$ cat src/rtl/forward_select_unit_pkg.sv
// Shared types for the EX-stage operand-forwarding select logic.
// Covers the mux select codes, the stall FSM states and the nearest-stage priority pick.
package forward_select_unit_pkg;

    typedef enum logic [1:0] {
        FWD_REG    = 2'd0,
        FWD_EXMEM  = 2'd1,
        FWD_MEMWB  = 2'd2,
        FWD_WBTHRU = 2'd3
    } fwd_sel_e;

    typedef enum logic {
        ST_RUN   = 1'b0,
        ST_STALL = 1'b1
    } fsm_state_e;

    localparam int unsigned SB_DEPTH = 3;

    // Bit 0 is the EX entry; the nearest producing stage wins.
    function automatic fwd_sel_e fwd_pick(input logic [SB_DEPTH-1:0] hit);
        fwd_sel_e sel;
        if (hit[0])      sel = FWD_EXMEM;
        else if (hit[1]) sel = FWD_MEMWB;
        else if (hit[2]) sel = FWD_WBTHRU;
        else             sel = FWD_REG;
        return sel;
    endfunction

endpackage

$ cat src/rtl/forward_select_unit_scoreboard.sv
// Three-deep destination scoreboard (EX, MEM, WB).
// Reports per-source producer matches and the EX entry's load status.
module forward_select_unit_scoreboard
    import forward_select_unit_pkg::*;
#(
    parameter int unsigned REG_ADDR_W = 5
) (
    input  logic                  clk_i,
    input  logic                  rst_i,
    input  logic                  i_push,
    input  logic                  i_regwrite,
    input  logic                  i_memread,
    input  logic [REG_ADDR_W-1:0] i_rd,
    input  logic [REG_ADDR_W-1:0] i_rs,
    input  logic [REG_ADDR_W-1:0] i_rt,
    output logic [SB_DEPTH-1:0]   o_hit_a,
    output logic [SB_DEPTH-1:0]   o_hit_b,
    output logic                  o_e0_load,
    output logic [REG_ADDR_W-1:0] o_e0_rd
);

    typedef struct packed {
        logic                  valid;
        logic                  regwrite;
        logic                  memread;
        logic [REG_ADDR_W-1:0] rd;
    } sb_entry_t;

    sb_entry_t r_ent [SB_DEPTH];
    sb_entry_t w_new;

    always_comb begin
        w_new = '0;
        if (i_push) begin
            w_new.valid    = 1'b1;
            w_new.regwrite = i_regwrite;
            w_new.memread  = i_memread;
            w_new.rd       = i_rd;
        end
    end

    always_ff @(posedge clk_i) begin
        if (!rst_i) begin
            r_ent[0] <= '0;
            r_ent[1] <= '0;
            r_ent[2] <= '0;
        end else begin
            r_ent[0] <= w_new;
            r_ent[1] <= r_ent[0];
            r_ent[2] <= r_ent[1];
        end
    end

    // $0 is never forwarded, so a zero source never matches.
    function automatic logic src_hit(input sb_entry_t e, input logic [REG_ADDR_W-1:0] s);
        return e.valid & e.regwrite & (e.rd == s) & (s != '0);
    endfunction

    always_comb begin
        o_hit_a = {src_hit(r_ent[2], i_rs), src_hit(r_ent[1], i_rs), src_hit(r_ent[0], i_rs)};
        o_hit_b = {src_hit(r_ent[2], i_rt), src_hit(r_ent[1], i_rt), src_hit(r_ent[0], i_rt)};
    end

    assign o_e0_load = r_ent[0].valid & r_ent[0].memread;
    assign o_e0_rd   = r_ent[0].rd;

endmodule

$ cat src/rtl/forward_select_unit.sv
// Operand-mux select generation for the EX stage.
// Also inserts a single-cycle load-use bubble and counts load-use stalls.
module forward_select_unit
    import forward_select_unit_pkg::*;
#(
    parameter int unsigned REG_ADDR_W = 5,
    parameter int unsigned CNT_W      = 16
) (
    input  logic                  clk_i,
    input  logic                  rst_i,
    input  logic                  id_valid_i,
    input  logic [REG_ADDR_W-1:0] id_rs_i,
    input  logic [REG_ADDR_W-1:0] id_rt_i,
    input  logic [REG_ADDR_W-1:0] id_rd_i,
    input  logic                  id_regwrite_i,
    input  logic                  id_memread_i,
    input  logic                  flush_i,
    output logic                  stall_o,
    output logic                  ex_valid_o,
    output logic [1:0]            fwd_a_sel_o,
    output logic [1:0]            fwd_b_sel_o,
    output logic [CNT_W-1:0]      stall_cnt_o
);

    fsm_state_e            r_state;
    fsm_state_e            w_state_nxt;
    logic                  r_ex_valid;
    fwd_sel_e              r_fwd_a;
    fwd_sel_e              r_fwd_b;
    logic [CNT_W-1:0]      r_stall_cnt;

    logic [SB_DEPTH-1:0]   w_hit_a;
    logic [SB_DEPTH-1:0]   w_hit_b;
    logic                  w_e0_load;
    logic [REG_ADDR_W-1:0] w_e0_rd;
    logic                  w_hz;
    logic                  w_stall;
    logic                  w_issue;

    forward_select_unit_scoreboard #(
        .REG_ADDR_W (REG_ADDR_W)
    ) u_sb (
        .clk_i      (clk_i),
        .rst_i      (rst_i),
        .i_push     (w_issue),
        .i_regwrite (id_regwrite_i),
        .i_memread  (id_memread_i),
        .i_rd       (id_rd_i),
        .i_rs       (id_rs_i),
        .i_rt       (id_rt_i),
        .o_hit_a    (w_hit_a),
        .o_hit_b    (w_hit_b),
        .o_e0_load  (w_e0_load),
        .o_e0_rd    (w_e0_rd)
    );

    // Flush outranks the hazard; STALL state blocks a repeat stall on the same load.
    always_comb begin
        w_hz    = id_valid_i & w_e0_load & (w_e0_rd != '0) &
                  ((w_e0_rd == id_rs_i) | (w_e0_rd == id_rt_i));
        w_stall = w_hz & ~flush_i & (r_state == ST_RUN);
        w_issue = id_valid_i & ~flush_i & ~w_stall;
    end

    always_comb begin
        w_state_nxt = r_state;
        case (r_state)
            ST_RUN:   if (w_stall) w_state_nxt = ST_STALL;
            ST_STALL: w_state_nxt = ST_RUN;
            default:  w_state_nxt = ST_RUN;
        endcase
    end

    always_ff @(posedge clk_i) begin
        if (!rst_i) begin
            r_state     <= ST_RUN;
            r_ex_valid  <= 1'b0;
            r_fwd_a     <= FWD_REG;
            r_fwd_b     <= FWD_REG;
            r_stall_cnt <= '0;
        end else begin
            r_state    <= w_state_nxt;
            r_ex_valid <= w_issue;
            r_fwd_a    <= w_issue ? fwd_pick(w_hit_a) : FWD_REG;
            r_fwd_b    <= w_issue ? fwd_pick(w_hit_b) : FWD_REG;
            if (w_stall && (r_stall_cnt != '1)) begin
                r_stall_cnt <= r_stall_cnt + 1'b1;
            end
        end
    end

    assign stall_o     = w_stall;
    assign ex_valid_o  = r_ex_valid;
    assign fwd_a_sel_o = r_fwd_a;
    assign fwd_b_sel_o = r_fwd_b;
    assign stall_cnt_o = r_stall_cnt;

endmodule

$ cat config.mk
export PLATFORM = sky130hd
export DESIGN_NAME = forward_select_unit
export DESIGN_NICKNAME = d
export VERILOG_FILES = /design/src/rtl/forward_select_unit_pkg.sv /design/src/rtl/forward_select_unit_scoreboard.sv /design/src/rtl/forward_select_unit.sv
export SDC_FILE = /design/constraint.sdc
export NUM_CORES = 1
export LEC_CHECK = 0
export ABC_AREA = 1
export CAP_MARGIN = 0
export CORE_UTILIZATION = 45
export CTS_BUF_LIST = sky130_fd_sc_hd__clkbuf_2
export DETAILED_ROUTE_END_ITERATION = 16
export PLACE_DENSITY = 0.69
export SYNTH_ARGS = -nofsm -noshare
export SYNTH_HDL_FRONTEND = slang
export SYNTH_SLANG_ARGS = --single-unit
$ cat constraint.sdc
create_clock -name clk_i -period 1.7 [get_ports clk_i]
set_input_delay 0.34 -clock clk_i [delete_from_list [all_inputs] [get_ports clk_i]]
set_output_delay 0.34 -clock clk_i [all_outputs]
set_load 0.01 [all_outputs]
==> impl_metrics.yaml <==
worst_setup_path:
  endpoint_kind: "output pin"
  critPathRequiredTime_ps: 1360
  reg2reg_slack_ps: 100
  r2r-end: "stall_cnt_o[11]"
  r2r_cells: 10
  arrival_ps: 1570
  slowest_stage: "clkdlybuf4s50_1"
  slowest_delay_ps: 520
  cp_max_fo: 3
  crit_buf_inv: 4
  timing.rr.start: "stall_cnt_o[0]"
  worstPathCellList: "clkdlybuf4s50_1, inv_1, nand2_2, nand2_2, nor2_2, nand3_2, nand2_4, nand2_4, inv_4, buf_6"
  cp-start-kind: "input pin"
  crit_family: "buffers and inverters"
  critPathKind: "in -> out"
placement:
  placed_area_mm2: 0.003043
  dp_hpwl_um: 4289
  port_buffers: 42
  place_congestion: 0.9057
clock_network:
  cts_max_level: 2
  cts_hold_buf: 0
  cts.clk_slew.worst_paths_ps: 210
  cts_root_buffer: "clkbuf_2"
  cts.sinks: 43
  clock_path_buffers: 2
  numCtsBuffers: 5
  clk-insertion-delay-late_ps: 410
  cts_tree: "built"
synthesis:
  synth_commonest_cells: "nand2_1 (91), nor2_1 (64), inv_1 (63)"
  synthFlopType: "dfxtp_1"
  netlist_top_cells_area: "dfxtp_1 (36%), nand2_1 (14%), nor2_1 (10%), inv_1 (10%), nand4_2 (4.2%)"
  synth_top_cell_area_share_pct: 36.42
  synth_most_common_cell: "nand2_1"
  yosysTopAreaCell: "dfxtp_1"
  synth.cell_area_mm2: 0.002364
  synth_cell_types: 30
  synth_warnings: 0
  syn_inst: 353
  synth_nets: 375
  yosysSeqAreaShare_pct: 36.42
  synth-edff-count: 0
  ys_seq_elements: 43
  syn_area_per_cell_um2: 6.696
  ys_async_sr_fraction_pct: 0
timing:
  slew_headroom_pct: 78.89
  grt_setup_unrepaired: "yes"
  layout_setup_ws_ps: -205.1
  post-route-min-period_ps: 1905
  fmax_mhz: 524.9
  setup_viol: 1
  fin_crit_sh_pct: 112.1
  fin_skew_ps: 5.476
  worst_pin_slew_ps: 314.2
  holdWs_ps: 411.5
  report.final.slew_viol_count: 0
  hold_viol: 0
min_path:
  holdPathStages: 3
  hold-path-endpoint: "u_sb.r_ent[0][2]"
  hold_path.class: "in -> reg"
  worstHoldStart: "id_rd_i[2]"
detailed_routing:
  num_vias: 2411
  first_pass_iters: 4
  initialDrtViolationCount: 85
  wl_per_cell_um: 11.37
  wl_um: 5901
  ant_nets: 0
  via_per_inst: 4.645
  drc: 0
job:
  cap_viol_max_count: 0
global_route:
  track_usage_pct: 22.68
  grt_pass1_vias: 2200
  antenna_found_initial: 0
  grt-ovfl-total: 0
  grt_max_degree: 15
  grt_pass1_wl_um: 9466
final_layout:
  fillers: 464
  num-nets-final: 470
  diodes: 0
  area_delta_synth_final_pct: 45.21
  final_area_mm2: 0.003432
  final_layout_size_suffix_gt1_share_pct: 29.62
die:
  initial_core_util_pct: 46.57
  io_pins: 43
  die_w_um: 74.47
  coreArea_mm2: 0.005075
  row_count: 26
  die_h_um: 74.47
  die_area_mm2: 0.005546
power_and_ir_drop:
  power.leakage_nw: 1.972
  max-vdd-ir-drop_v: 0.0003645
  power_density_mw_per_mm2: 494.5
status:
  violations: "setup timing"
  outcome: "finished, violations left"
kinds of logic (layout without fill, tap and decap cells):
kind of cell             count (synthesis)  in the layout  synth area share [%]
adder cells (fa/ha/maj)                  1              1                0.5293
flip-flops                              43             43                 36.42
AND/OR/NAND/NOR                        199            199                 39.54
XOR/XNOR                                14             14                 5.188
buffers and inverters                   77            173                 14.03
AO/OA/AOI/OAI                           19             19                 4.289
cell type report:
class | count | area (um2) | area share (%)
Multi-Input combinational cell | 233 | 1275 | 37.15
Sequential cell | 43 | 895.9 | 26.10
Timing Repair Buffer | 95 | 863.3 | 25.15
Inverter | 70 | 267.8 | 7.802
Tap cell | 70 | 87.58 | 2.552
Clock buffer | 6 | 30.03 | 0.8750
Clock inverter | 2 | 12.51 | 0.3646
metal layers:
layer  vias up  GRT usage [%]  routed length, um
met5         -              0                  0
met4         0          9.644                156
met1      1084          26.06               2450
met3        14          4.607                246
li1       1253              -                  -
met2        60          40.64               3047
flip-flops by register name (all words and copies together), names as in the netlist:
name         count
stall_cnt_o     16
r_state          1
fwd_b_sel_o      2
fwd_a_sel_o      2
u_sb.r_ent      22
worst max-delay path by stage:
stage	startpoint	end	slack [ps]	cells past startpoint
floorplan	stall_cnt_o[0]	stall_cnt_o[9]	110	11
global placement	id_rt_i[1]	stall_o	-630	10
detailed placement	id_rs_i[4]	stall_o	-640	10
CTS	u_sb.r_ent[0][1]	stall_o	-230	9
global route	u_sb.r_ent[0][4]	stall_o	-280	9
finish	id_rs_i[2]	stall_o	-210	10
worst reg2reg max path: stages, from the launching register on:
cell	delay, ps
dfxtp_2	400
buf_4	120
nand3_1	100
inv_2	90
nand3b_1	140
nor2_2	160
nand2_1	90
buf_4	150
o21bai_1	140
nand2_1	80
nor2_1	90
stage by stage:
step	power (mW)	utilization, %	TNS [ps]	worst slack [ps]	std cells
2_1_floorplan	1.146	-	0	111.7	353
3_3_place_gp	1.261	59.96	-8086	-629.0	490
3_5_place_dp	1.261	59.96	-8561	-638.5	490
4_1_cts	1.718	64.20	-229.6	-229.6	511
5_1_grt	1.785	67.63	-468.8	-280.8	519
6_report	1.697	67.63	-205.1	-205.1	519
cells in the final DEF, fill, tap and decap left out, drive strengths merged, types with 3 or more instances in the layout:
cell / netlist / routed
nand4: 13 / 13
o21ai: 12 / 12
nor3: 6 / 6
nand3: 14 / 14
inv: 70 / 70
clkdlybuf4s50: 0 / 19
nor2: 70 / 70
xnor2: 5 / 5
xor2: 9 / 9
dfxtp: 43 / 43
a21oi: 4 / 4
buf: 5 / 54
clkbuf: 2 / 6
dlygate4sd2: 0 / 7
nand2: 93 / 93
dlymetal6s2s: 0 / 15
nand3b: 3 / 3
what timing repair did:
item                                    4_1_cts  5_1_grt
pin swaps                                    13       21
buffers inserted                             13        8
resized for setup                            50       38
endpoints found under the setup margin       20       32
where the power goes:
part | leakage (nW) | internal (mW) | total [mW] | switching, mW
Clock | 0.0290 | 0.105 | 0.438 | 0.334
Sequential | 0.359 | 1.02 | 1.03 | 0.00998
Combinational | 1.58 | 0.118 | 0.232 | 0.114
(Power assumes the default switching activity.)
